`src/rtl/nibble_serial_adder_ctrl.sv`:
```
// Wide add/subtract controller that reuses one 4-bit ripple slice over NIBBLES cycles,
// least significant nibble first, with a start/ready/done handshake.

module nibble_adder_slice (
    input  logic [3:0] a_i,
    input  logic [3:0] b_i,
    input  logic       c_i,
    output logic [3:0] sum_o,
    output logic       c_o
);
    logic c;

    always_comb begin
        // NOTE: blocking assignments are correct here; the carry ripples bit to bit within one evaluation.
        c     = c_i;
        sum_o = '0;
        for (int i = 0; i < 4; i++) begin
            sum_o[i] = a_i[i] ^ b_i[i] ^ c;
            c        = (a_i[i] & b_i[i]) | (c & (a_i[i] ^ b_i[i]));
        end
        c_o = c;
    end
endmodule

module nibble_serial_adder_ctrl #(
    parameter int NIBBLES = 4
) (
    input  logic                   clk,
    input  logic                   reset,
    input  logic                   start,
    input  logic                   sub,
    input  logic [4*NIBBLES-1:0]   op_a,
    input  logic [4*NIBBLES-1:0]   op_b,
    input  logic                   carry_in,
    output logic                   ready,
    output logic                   done,
    output logic [4*NIBBLES-1:0]   result,
    output logic                   carry_out,
    output logic                   overflow
);
    localparam int             CW   = $clog2(NIBBLES);
    localparam logic [CW-1:0]  LAST = CW'(NIBBLES - 1);

    typedef enum logic [1:0] {
        IDLE = 2'd0,
        ADD  = 2'd1,
        DONE = 2'd2
    } state_t;

    state_t                     state_q, state_d;
    logic [NIBBLES-1:0][3:0]    a_q, a_d;
    logic [NIBBLES-1:0][3:0]    b_q, b_d;
    logic [NIBBLES-1:0][3:0]    result_q, result_d;
    logic                       sub_q, sub_d;
    logic                       carry_q, carry_d;
    logic [CW-1:0]              cnt_q, cnt_d;
    logic                       carry_out_q, carry_out_d;
    logic                       overflow_q, overflow_d;

    logic [3:0]                 slice_sum;
    logic                       slice_carry;

    nibble_adder_slice u_slice (
        .a_i   (a_q[cnt_q]),
        .b_i   (b_q[cnt_q]),
        .c_i   (carry_q),
        .sum_o (slice_sum),
        .c_o   (slice_carry)
    );

    always_ff @(posedge clk or posedge reset) begin
        if (reset) begin
            state_q     <= IDLE;
            a_q         <= '0;
            b_q         <= '0;
            result_q    <= '0;
            sub_q       <= 1'b0;
            carry_q     <= 1'b0;
            cnt_q       <= '0;
            carry_out_q <= 1'b0;
            overflow_q  <= 1'b0;
        end else begin
            // NOTE: non-blocking assignments so every register samples the pre-edge values.
            state_q     <= state_d;
            a_q         <= a_d;
            b_q         <= b_d;
            result_q    <= result_d;
            sub_q       <= sub_d;
            carry_q     <= carry_d;
            cnt_q       <= cnt_d;
            carry_out_q <= carry_out_d;
            overflow_q  <= overflow_d;
        end
    end

    always_comb begin
        // NOTE: every next-state signal defaults to its current value first, so no latches are inferred.
        state_d     = state_q;
        a_d         = a_q;
        b_d         = b_q;
        result_d    = result_q;
        sub_d       = sub_q;
        carry_d     = carry_q;
        cnt_d       = cnt_q;
        carry_out_d = carry_out_q;
        overflow_d  = overflow_q;

        case (state_q)
            IDLE, DONE: begin
                if (start) begin
                    // Subtraction is a + ~b + 1; result fields are deliberately left untouched.
                    a_d     = op_a;
                    b_d     = sub ? ~op_b : op_b;
                    sub_d   = sub;
                    carry_d = sub ? 1'b1 : carry_in;
                    cnt_d   = '0;
                    state_d = ADD;
                end else begin
                    state_d = IDLE;
                end
            end
            ADD: begin
                result_d[cnt_q] = slice_sum;
                carry_d         = slice_carry;
                if (cnt_q == LAST) begin
                    state_d     = DONE;
                    carry_out_d = slice_carry;
                    overflow_d  = (a_q[NIBBLES-1][3] == b_q[NIBBLES-1][3]) &&
                                  (slice_sum[3] != a_q[NIBBLES-1][3]);
                end else begin
                    cnt_d = cnt_q + 1'b1;
                end
            end
            default: state_d = IDLE;
        endcase
    end

    assign ready     = (state_q != ADD);
    assign done      = (state_q == DONE);
    assign result    = result_q;
    assign carry_out = carry_out_q;
    assign overflow  = overflow_q;
endmodule

```
`config.mk`:
```
export PLATFORM = sky130hd
export DESIGN_NAME = nibble_serial_adder_ctrl
export DESIGN_NICKNAME = d
export VERILOG_FILES = /design/src/rtl/nibble_serial_adder_ctrl.sv
export SDC_FILE = /design/constraint.sdc
export NUM_CORES = 1
export LEC_CHECK = 0
export CORE_MARGIN = 8
export CORE_UTILIZATION = 60
export DETAILED_ROUTE_END_ITERATION = 8
export DONT_BUFFER_PORTS = 1
export HOLD_SLACK_MARGIN = 0.1
export PLACE_DENSITY = 0.76
export REMOVE_ABC_BUFFERS = 1
export SLEW_MARGIN = 20
export SYNTH_ARGS = -nofsm -noshare
export SYNTH_HDL_FRONTEND = slang
export SYNTH_HIERARCHICAL = 1
export SYNTH_SLANG_ARGS = --single-unit
```
`constraint.sdc`:
```
create_clock -name clk -period 4.2 [get_ports clk]
set_input_delay 0.21 -clock clk [delete_from_list [all_inputs] [get_ports clk]]
set_output_delay 0.21 -clock clk [all_outputs]
set_load 0.02 [all_outputs]
```
Word level (Yosys, flattened, before mapping) --
Cells that the tools add are included.
Operators by class: add/subtract/negate cells 1, order comparisons 2, equality and inequality tests 9, mux-type cells 17, bitwise gates (word level) 21, reductions and logical operators 9
Operators by type and width (count):
- $bmux W4 S2 | 2
- $bwmux W16 | 1
- $mux W16 | 1
- $not A16 Y16 | 1
- $mux W4 | 3
- $and A1 B1 Y1 | 8
- $demux W4 S2 | 1
- $pmux W2 S2 | 2
- $xor A1 B1 Y1 | 8
- $mux W2 | 3
- $ne A2 B2 Y1 const B | 3
- $reduce_and A2 Y1 | 3
- $eq A2 B2 Y1 const B | 2
- $or A1 B1 Y1 | 4
- $lt A2 B3 Y1 const B | 1
- $mux W1 | 3
- $reduce_and A3 Y1 | 1
- $add A2 B1 Y2 const B | 1
- $eq A2 B1 Y1 const B | 1
- $ge A2 B1 Y1 const B | 1
- $logic_and A1 B1 Y1 | 2
- $logic_not A2 Y1 | 1
- $ne A2 B1 Y1 const B | 1
- $pmux W1 S2 | 1
- 4 further kinds | 4
Storage, ports and cells: register bits 55, input port bits 37, output and inout port bits 20, logic and storage cells 76

Depth between registers and ports, before layout --
Gate-level depths: netlist of the first run.
depth in word-level cells 12, depth in mapped cells 13, mapped depth without buffers 12

Modules after synthesis --
The synthesis of the first run kept the hierarchy.
By module, submodules not included:
- nibble_serial_adder_ctrl | times used 1, cells an instance 185, area an instance 2533.7 um2, sequential area each 1376.3 um2
- nibble_adder_slice | times used 1, cells an instance 14, area an instance 117.6 um2, sequential area each 0.0 um2

Worst setup path after synthesis of the first run --
Ideal clock, no wire load.
path kind reg2reg, start register cnt_q[0], end register overflow_q, in the netlist overflow, library setup time 0.136 ns, arrival time 3.046 ns, required time 4.064 ns, setup slack 1.018 ns, stages on the path, launching flop included 14, path buffers 1, period minus slack after synthesis 3.182 ns, cells stage by stage dfrtp_1 buf_4 mux4_2 fa_1 inv_1 fa_1 inv_1 fa_1 inv_1 fa_1 inv_1 and3b_1 a21oi_1 o21ai_0
Between the ends: cells in the longest elaborated chain, start to end 12, elaborated cells between the ends (all ways) 22, those cells by class eq/ne (2); mux (4); bitwise (14); reduce/logical (2)
RTL lines:
- start: declaration | line 56 | logic [CW-1:0] cnt_q, cnt_d;
- start signal: assignment | line 90 | cnt_q <= cnt_d;
- $bmux W4 S2, on equally long branches | line 64, 65
- $mux W4, on equally long branches | line 64, 65
- $xor A1 B1 Y1 | line 19 | c = (a_i[i] & b_i[i]) | (c & (a_i[i] ^ b_i[i]));
- $and A1 B1 Y1 | line 19
- $or A1 B1 Y1 | line 19
- $and A1 B1 Y1 | line 19
- $or A1 B1 Y1 | line 19
- $and A1 B1 Y1 | line 19
- $or A1 B1 Y1 | line 19
- $xor A1 B1 Y1 (*) | line 18 | sum_o[i] = a_i[i] ^ b_i[i] ^ c;
- named net slice_sum[3] | line 60 | logic [3:0] slice_sum;
- $ne A1 B1 Y1 (*) | line 129 | (slice_sum[3] != a_q[NIBBLES-1][3]);
- $logic_and A1 B1 Y1 (*) | line 128 | overflow_d = (a_q[NIBBLES-1][3] == b_q[NIBBLES-1][3]) &&
- end signal: assignment | line 92 | overflow_q <= overflow_d;
- end: declaration | line 58 | logic overflow_q, overflow_d;
The timed path passes the listed nets; every way through them passes the cells marked *. The select of a mux whose other input is x is not followed. A chain may end at the register's enable or synchronous reset.

Worst setup path in the final report of the first run --
Ends and elaborated chain as after synthesis.

==> impl_metrics.py, run 1 <==
metrics = {
    "run_status": {
        "status": "finished clean",
    },
    "critical_path": {
        "r2r-start": "cnt_q[0]",
        "crit_arrival_ns": 3.42,
        "cp_max_fo": 6,
        "r2r_slack_ns": 0.95,
        "start_kind": "flop",
        "critPathLaunch": "cnt_q[0]",
        "path_cells": "mux4_2, fa_1, inv_1, fa_1, inv_1, fa_1, inv_1, fa_1, inv_1, and3b_1, a21oi_1, o21ai_0",
        "cp_slowest_stage_delay_ns": 0.57,
        "critPathRequiredTime_ns": 4.37,
        "worstRegToRegCells": 12,
        "worst_r2r_endpoint": "overflow",
        "critPathKind": "reg -> reg",
        "endpoint_kind": "flop",
        "cp_slowest_cell": "mux4_2",
        "cp-endpoint": "overflow",
    },
    "clock_network": {
        "clk_root_buffer_cell": "clkbuf_8",
        "clock_path_buffers": 2,
        "cts_htree_levels": 2,
        "path_clk_slew_ns": 0.09,
        "cts_buffers": 5,
        "post_cts_buffers": 0,
        "clk_latency_ns": 0.30,
        "cts_tree": "yes",
        "cts_sinks": 55,
    },
    "floorplan": {
        "ioPinCount": 57,
        "die-area_sq_um": 6800,
        "die_y_microns": 82.5,
        "die_w_microns": 82.5,
        "start_util_pct": 61.7,
        "coreArea_sq_um": 4290,
        "std_cell_rows": 24,
    },
    "power_and_ir_drop": {
        "clockPowerShare_pct": 10.5,
        "p_comb_share_pct": 44.9,
        "p_seq_share_pct": 44.6,
        "internal_power_mw": 1.51,
        "p_leak_nw": 1.37,
        "ir_worst_vdd_mv": 0.335,
        "cellPowerDensity_nw_per_um2": 836,
        "switching_share_pct": 39.7,
        "switchingPower_mw": 0.996,
    },
    "timing": {
        "min_period_over_period_pct": 77.3,
        "grt_setup_unrepaired": "no",
        "finalHoldViolCount": 0,
        "setup_viol": 0,
        "tns_ns": 0,
        "period_needed_ns": 3.25,
        "fin_worst_skew_ns": 0.00334,
        "slew_viol_final": 0,
        "fmaxAchievable_mhz": 308,
        "maxSlewHeadroom_pct": 38.5,
        "tightest_slew_ns": 0.922,
        "fin_ws_ns": 0.955,
    },
    "layout": {
        "fillers": 295,
        "area_delta_synth_final_pct": 13.1,
        "fin_area_sq_um": 3000,
        "nNetsFinal": 270,
        "layout_common_cells": "55 x dfrtp_1, 28 x dlygate4sd3_1, 21 x nand2_1",
        "layout.cells.non_filler": 276,
        "antenna_cells": 0,
        "layout_commonest_cell": "dfrtp_1",
        "drive_gt1_share_pct": 21.9,
        "post-route-util_pct": 69.8,
    },
    "drt": {
        "ant_nets": 0,
        "drt_wl_total_microns": 5180,
        "wl_per_cell_microns": 18.8,
        "via_per_inst": 5.53,
        "vias": 1527,
        "firstDrtPassIters": 4,
        "drc": 0,
        "dr.first_iter.drc_count": 49,
    },
    "synth": {
        "yosysWarnings": 6,
        "ys_seq_area_share_pct": 51.9,
        "ys_ff_latch": 55,
        "synth_top_area_share_pct": 51.9,
        "syn_avg_cell_area_sq_um": 13.3,
        "netlist_area_sq_um": 2650,
        "syn_inst": 199,
        "synth.distinct_cells": 25,
        "synthTopCellsByArea": "dfrtp_1 52%, mux2_2 8.5%, mux2_4 7.4%",
        "yosys.area.top_type": "dfrtp_1",
    },
    "min_path": {
        "worstHoldPathType": "in -> reg",
    },
    "placement": {
        "placed_cells": 242,
        "dp_slack_ns": 0.955,
        "place_area_sq_um": 2640,
        "dpl.hpwl_microns": 3660,
        "gp_congestion": 0.767,
        "portBuffers": 0,
    },
    "run": {
        "maxCapViolations": 0,
    },
    "global_route": {
        "antenna_found_initial": 0,
        "grt_max_degree": 56,
        "grt_pass1_vias": 1667,
        "grt_pass1_wl_microns": 8460,
        "gr-total-overflow": 0,
        "grt_use_total_pct": 16.6,
    },
}
power groups by stage:
stage	clock (mW)	sequential (mW)	combinational, mW
6_report	0.263	1.12	1.13
5_1_grt	0.294	1.15	1.28
4_1_cts	0.269	1.12	1.14
3_5_place_dp	0	1.12	1.11
3_3_place_gp	0	1.11	1.06
2_1_floorplan	0	1.05	0.902
metal layers:
metal  wire length, microns  vias to the layer above  global-route usage (%)
met5                      0                        -                       0
met1                   2140                      766                    21.0
met2                   2640                       45                    26.9
met4                     69                        0                    5.61
li1                       -                      712                       -
met3                    334                        4                    4.55
kinds of logic after synthesis:
logic type / after synthesis / share of synthesized area (%)
compound gates: 22 / 4.34
xor+xnor: 16 / 5.29
flops: 55 / 51.9
mux: 41 / 22.7
fa+ha+maj: 8 / 4.91
buf+inv: 27 / 5.43
simple gates: 30 / 5.47
per-stage QoR:
step,hold WS (ns),power (mW)
floorplan,0.359,1.96
global placement,0.360,2.17
detailed placement,0.362,2.23
CTS,0.102,2.52
global route,0.101,2.73
finish,0.101,2.51
timing repair:
item / in CTS / in global routing
endpoints found under the hold margin: 55 / 1
resized for setup: 0 / 0
hold buffers: 27 / 1
final cells by class:
type | instances | area [sq um] | share of cell area, %
Sequential cell | 55 | 1380 | 45.9
Timing Repair Buffer | 29 | 288 | 9.60
Tap cell | 52 | 65.1 | 2.17
Inverter | 17 | 65.1 | 2.17
Clock buffer | 6 | 72.6 | 2.42
Multi-Input combinational cell | 117 | 1130 | 37.7
worst min-delay path by stage:
stage / start / end / slack (ns) / cells past startpoint
after floorplan: op_a[10] / a_q[10] / 0.36 / 1
after global placement: op_a[15] / a_q[15] / 0.36 / 1
after detailed placement: op_a[14] / a_q[14] / 0.36 / 1
after CTS: sub / b_q[15] / 0.10 / 2
after global routing: sub / b_q[6] / 0.10 / 2
final: op_b[9] / b_q[9] / 0.10 / 2
worst max-delay path, delay by kind of cell (launching register included):
kind / cells / cell delay, ns
multiplexers: 1 / 0.57
flip-flops: 1 / 0.49
adder cells (fa/ha/maj): 4 / 1.35
buffers and inverters: 4 / 0.34
AO/OA/AOI/OAI: 2 / 0.19
AND/OR/NAND/NOR: 1 / 0.19
cells in the mapped netlist:
master,count
nand2b_4,1
ha_1,4
mux2_4,13
inv_1,17
and3b_1,1
dfrtp_1,55
a31oi_1,1
mux4_2,8
buf_6,4
o21ai_0,19
nand3_1,2
mux2_2,20
a21oi_1,1
nand3b_1,1
xnor2_1,16
and2b_1,1
o32ai_1,1
fa_1,4
nor2b_1,1
buf_4,2
nor2_1,1
buf_2,3
or3b_1,1
clkbuf_2,1
nand2_1,21
state kept, by name (all words and copies together), names as in the netlist:
signal,flops
b_q,16
state_q,2
carry_q,1
result,16
cnt_q,2
carry_out,1
overflow,1
a_q,16
(Power assumes the default switching activity.)
==> run 2, diff against run 1 <==
==> constraint.sdc (replaced) <==
create_clock -name clk -period 3.1 [get_ports clk]
set_input_delay 0.155 -clock clk [delete_from_list [all_inputs] [get_ports clk]]
set_output_delay 0.155 -clock clk [all_outputs]
set_load 0.02 [all_outputs]
==> impl_metrics.py, run 2 (synthesis results as in run 1) <==
metrics = {
    "run_status": {
        "status": "finished clean",
    },
    "critical_path": {
        "start_kind": "flop",
        "cp_max_fo": 4,
        "critPathKind": "reg -> reg",
        "crit_arrival_ns": 3.16,
        "endpoint_kind": "flop",
        "path_cells": "mux4_2, fa_2, inv_2, fa_2, inv_1, fa_2, inv_1, fa_1, inv_2, and3b_1, a21oi_2, o21ai_1",
        "cp_common_cell": "fa_2",
        "r2r_slack_ns": 0.12,
        "cp_slowest_cell": "mux4_2",
        "cp_slowest_stage_delay_ns": 0.53,
        "critPathRequiredTime_ns": 3.28,
    },
    "layout": {
        "antenna_cells": 0,
        "nNetsFinal": 295,
        "layout_common_cells": "54 x dfrtp_1, 48 x dlygate4sd3_1, 21 x nand2_1",
        "layout_commonest_cell": "dfrtp_1",
        "drive_gt1_share_pct": 25.5,
        "area_delta_synth_final_pct": 23.7,
    },
    "timing": {
        "period_needed_ns": 2.98,
        "tightest_slew_ns": 0.902,
        "grt_setup_unrepaired": "no",
        "finalHoldViolCount": 0,
        "fin_worst_skew_ns": 0.00642,
        "fin_ws_ns": 0.122,
        "holdWs_ns": 0.128,
        "min_period_over_period_pct": 96.1,
        "tns_ns": 0,
        "maxSlewHeadroom_pct": 39.8,
        "slew_viol_final": 0,
        "fmaxAchievable_mhz": 336,
        "setup_viol": 0,
    },
    "floorplan": {
        "ioPinCount": 57,
        "std_cell_rows": 24,
        "die_w_microns": 82.5,
        "coreArea_sq_um": 4290,
        "die_y_microns": 82.5,
        "start_util_pct": 61.7,
        "die-area_sq_um": 6800,
    },
    "placement": {
        "portBuffers": 0,
        "gp_congestion": 0.747,
        "dp_slack_ns": 0.0206,
        "dpl.hpwl_microns": 3550,
    },
    "drt": {
        "drc": 0,
        "drt_wl_total_microns": 5440,
        "dr.first_iter.drc_count": 52,
        "ant_nets": 0,
        "wl_per_cell_microns": 18.0,
        "vias": 1632,
        "firstDrtPassIters": 4,
        "via_per_inst": 5.39,
    },
    "clock_network": {
        "cts_buffers": 5,
        "clock_path_buffers": 2,
        "path_clk_slew_ns": 0.09,
        "cts_tree": "yes",
        "cts_htree_levels": 2,
        "clk_latency_ns": 0.30,
        "cts_sinks": 55,
        "clk_root_buffer_cell": "clkbuf_8",
    },
    "power_and_ir_drop": {
        "cellPowerDensity_nw_per_um2": 1130,
        "ir_worst_vdd_mv": 0.465,
        "p_leak_nw": 1.48,
    },
    "min_path": {
        "worstHoldPathType": "in -> reg",
    },
    "global_route": {
        "grt_max_degree": 56,
        "gr-total-overflow": 0,
        "antenna_found_initial": 0,
        "grt_pass1_vias": 1782,
        "grt_pass1_wl_microns": 8670,
        "grt_use_total_pct": 17.1,
    },
    "run": {
        "maxCapViolations": 0,
    },
}
[run 2: what timing repair did]
| action | in CTS | in global routing |
|---|---|---|
| resized for setup | 0 | 8 |
| endpoints found under the setup margin | 0 | 4 |
| buffers inserted | 0 | 1 |
| hold endpoints to repair | 87 | 0 |
| hold buffers | 48 | 0 |
[run 2: layout make-up]
class,instances,area (sq um)
clock inverter,1,7.51
clock buffer,7,96.3
sequential,55,1380
timing repair buffer,54,526
multi-input combinational,117,1140
inverter,17,65.1
fill,264,1010
tap,52,65.1
[run 2: power by group]
group	switching (mW)	internal [mW]
sequential	0.393	1.09
clock	0.223	0.204
combinational	0.841	0.973
[run 2: final timing paths]
| path | start | end | depth (start not counted) |
|---|---|---|---|
| hold reg to reg | b_q[13] | b_q[13] | 2 |
| setup reg to reg | cnt_q[0] | overflow | 12 |
| setup / recovery | cnt_q[0] | overflow | 12 |
| max in group asynchronous | reset | cnt_q[0] | 2 |
| hold / removal | carry_in | carry_q | 2 |
| min in group asynchronous | reset | result[8] | 2 |
[run 2: worst max-delay path: cells and delay by family (launching register included)]
family / cells / cell delay (ns)
fa+ha+maj: 4 / 1.31
mux: 1 / 0.53
flops: 1 / 0.42
buf+inv: 4 / 0.26
simple gates: 1 / 0.18
compound gates: 2 / 0.16
[run 2: per-layer routing]
layer	routed length (microns)	global-route usage [%]	share of wire [%]
met5	0	0	0
met4	109	6.67	2.0
met3	355	4.44	6.5
met2	2920	30.5	54
met1	2050	19.1	38
[run 2: stage by stage]
| stage | util [%] | cells | cell area (sq um) | total power [mW] |
|---|---|---|---|---|
| floorplan | - | 189 | 2570 | 2.65 |
| global placement | 62.3 | 246 | 2670 | 3.03 |
| detailed placement | 62.3 | 246 | 2670 | 3.13 |
| CTS | 75.9 | 302 | 3260 | 3.62 |
| global route | 76.4 | 303 | 3280 | 4.00 |
| finish | 76.4 | 303 | 3280 | 3.72 |
==> run 3, diff against run 2 <==
==> constraint.sdc (replaced) <==
create_clock -name clk -period 3.4 [get_ports clk]
set_input_delay 0.17 -clock clk [delete_from_list [all_inputs] [get_ports clk]]
set_output_delay 0.17 -clock clk [all_outputs]
set_load 0.02 [all_outputs]
==> impl_metrics.py, run 3 (synthesis results as in run 1) <==
metrics = {
    "global_route": {
        "grt_max_degree": 56,
        "grt_pass1_wl_microns": 8530,
        "grt_pass1_vias": 1756,
        "antenna_found_initial": 0,
        "gr-total-overflow": 0,
        "grt_use_total_pct": 16.6,
    },
    "power_and_ir_drop": {
        "internal_power_mw": 1.91,
        "cellPowerDensity_nw_per_um2": 987,
        "switching_share_pct": 39.7,
        "ir_worst_vdd_mv": 0.415,
        "switchingPower_mw": 1.26,
        "p_comb_share_pct": 46.4,
        "p_leak_nw": 1.46,
        "p_seq_share_pct": 42.6,
        "clockPowerShare_pct": 10.9,
    },
    "critical_path": {
        "crit_arrival_ns": 3.40,
        "cp_slowest_stage_delay_ns": 0.54,
        "critPathTopFamily": "adder cells",
        "endpoint_kind": "flop",
        "cp_slowest_cell": "mux4_2",
        "path_buf_inv": 4,
        "worst-path-stages": 12,
        "cp_max_fo": 6,
        "critPathKind": "reg -> reg",
        "start_kind": "flop",
        "critPathRequiredTime_ns": 3.58,
        "worstRegToRegCells": 12,
        "path_cells": "mux4_2, fa_1, inv_1, fa_1, inv_1, fa_1, inv_1, fa_1, inv_1, and3b_1, a21oi_1, o21ai_0",
    },
    "timing": {
        "grt_setup_unrepaired": "no",
        "maxSlewHeadroom_pct": 37.8,
        "setup_viol": 0,
        "tightest_slew_ns": 0.932,
        "fin_worst_skew_ns": 0.00644,
        "fmaxAchievable_mhz": 310,
        "tns_ns": 0,
        "finalHoldViolCount": 0,
        "slew_viol_final": 0,
        "min_period_over_period_pct": 94.8,
        "period_needed_ns": 3.22,
        "fin_ws_ns": 0.176,
    },
    "layout": {
        "fin_area_sq_um": 3210,
        "layout_commonest_cell": "dfrtp_1",
        "area_delta_synth_final_pct": 21.1,
        "nNetsFinal": 291,
        "drive_gt1_share_pct": 21.1,
        "layout_common_cells": "55 x dfrtp_1, 47 x dlygate4sd3_1, 21 x nand2_1",
        "antenna_cells": 0,
    },
    "clock_network": {
        "clk_root_buffer_cell": "clkbuf_8",
        "cts_buffers": 5,
        "clk_latency_ns": 0.31,
        "cts_htree_levels": 2,
        "cts_tree": "yes",
        "clock_path_buffers": 2,
        "cts_sinks": 55,
        "cts_resized": 0,
        "path_clk_slew_ns": 0.09,
    },
    "floorplan": {
        "die_y_microns": 82.5,
        "start_util_pct": 61.7,
        "die-area_sq_um": 6800,
        "ioPinCount": 57,
        "std_cell_rows": 24,
        "die_w_microns": 82.5,
        "coreArea_sq_um": 4290,
    },
    "min_path": {
        "worstHoldPathType": "in -> reg",
        "hold_depth": 2,
    },
    "drt": {
        "drc": 0,
        "wl_per_cell_microns": 17.6,
        "drt_wl_total_microns": 5270,
        "vias": 1621,
        "firstDrtPassIters": 4,
        "via_per_inst": 5.42,
        "dr.first_iter.drc_count": 77,
        "ant_nets": 0,
    },
    "placement": {
        "dpl.hpwl_microns": 3760,
        "place_area_sq_um": 2660,
        "portBuffers": 0,
        "dp_slack_ns": 0.204,
        "gp_congestion": 0.758,
    },
    "run": {
        "maxCapViolations": 0,
    },
    "run_status": {
        "status": "finished clean",
    },
}
-- run 3: cell types whose count changed in the layout (fill, tap and decap cells not counted), sizes merged --
cell,before,now
dlygate4sd3,48,47
clkinvlp,1,0
buf,6,3
clkinv,1,2
-- run 3: path summary, 6_finish.rpt --
| kind | startpoint | end | slack, ns |
|---|---|---|---|
| hold / removal | op_b[0] | b_q[0] | 0.11 |
| max in group asynchronous | reset | carry_out | 2.37 |
| setup / recovery | cnt_q[0] | overflow | 0.18 |
| min in group asynchronous | reset | a_q[2] | 0.49 |
| setup reg to reg | cnt_q[0] | overflow | 0.18 |
| hold reg to reg | b_q[10] | b_q[10] | 0.49 |
-- run 3: through the flow --
stage / util, % / std cells / hold slack [ns] / power, mW
after floorplan: - / 189 / 0.319 / 2.42
after global placement: 61.9 / 244 / 0.320 / 2.69
after detailed placement: 61.9 / 244 / 0.321 / 2.79
after CTS: 74.8 / 299 / 0.108 / 3.19
after global routing: 74.8 / 299 / 0.109 / 3.41
final: 74.8 / 299 / 0.113 / 3.17
-- run 3: layout make-up --
type | instances | area [sq um]
sequential | 55 | 1380
multi-input combinational | 117 | 1130
fill | 270 | 1080
timing repair buffer | 50 | 493
clock buffer | 7 | 76.3
inverter | 17 | 65.1
tap | 52 | 65.1
clock inverter | 1 | 5.00
-- run 3: layer usage --
layer | track usage [%] | part of all wire [%] | vias up
li1 | - | - | 758
met1 | 19.7 | 41 | 814
met2 | 27.8 | 51 | 43
met3 | 5.19 | 6.6 | 6
met4 | 5.61 | 1.3 | 0
met5 | 0 | 0 | -
-- run 3: power groups by stage --
stage	Clock (mW)	Combinational, mW	Sequential, mW
global route	0.380	1.64	1.39
CTS	0.347	1.49	1.35
floorplan	0	1.11	1.30
finish	0.346	1.47	1.35
global placement	0	1.35	1.34
detailed placement	0	1.43	1.37
-- run 3: repair_timing --
action / CTS / global route
hold buffers: 47 / 0
buffers inserted: 0 / 0
endpoints found under the hold margin: 86 / 0
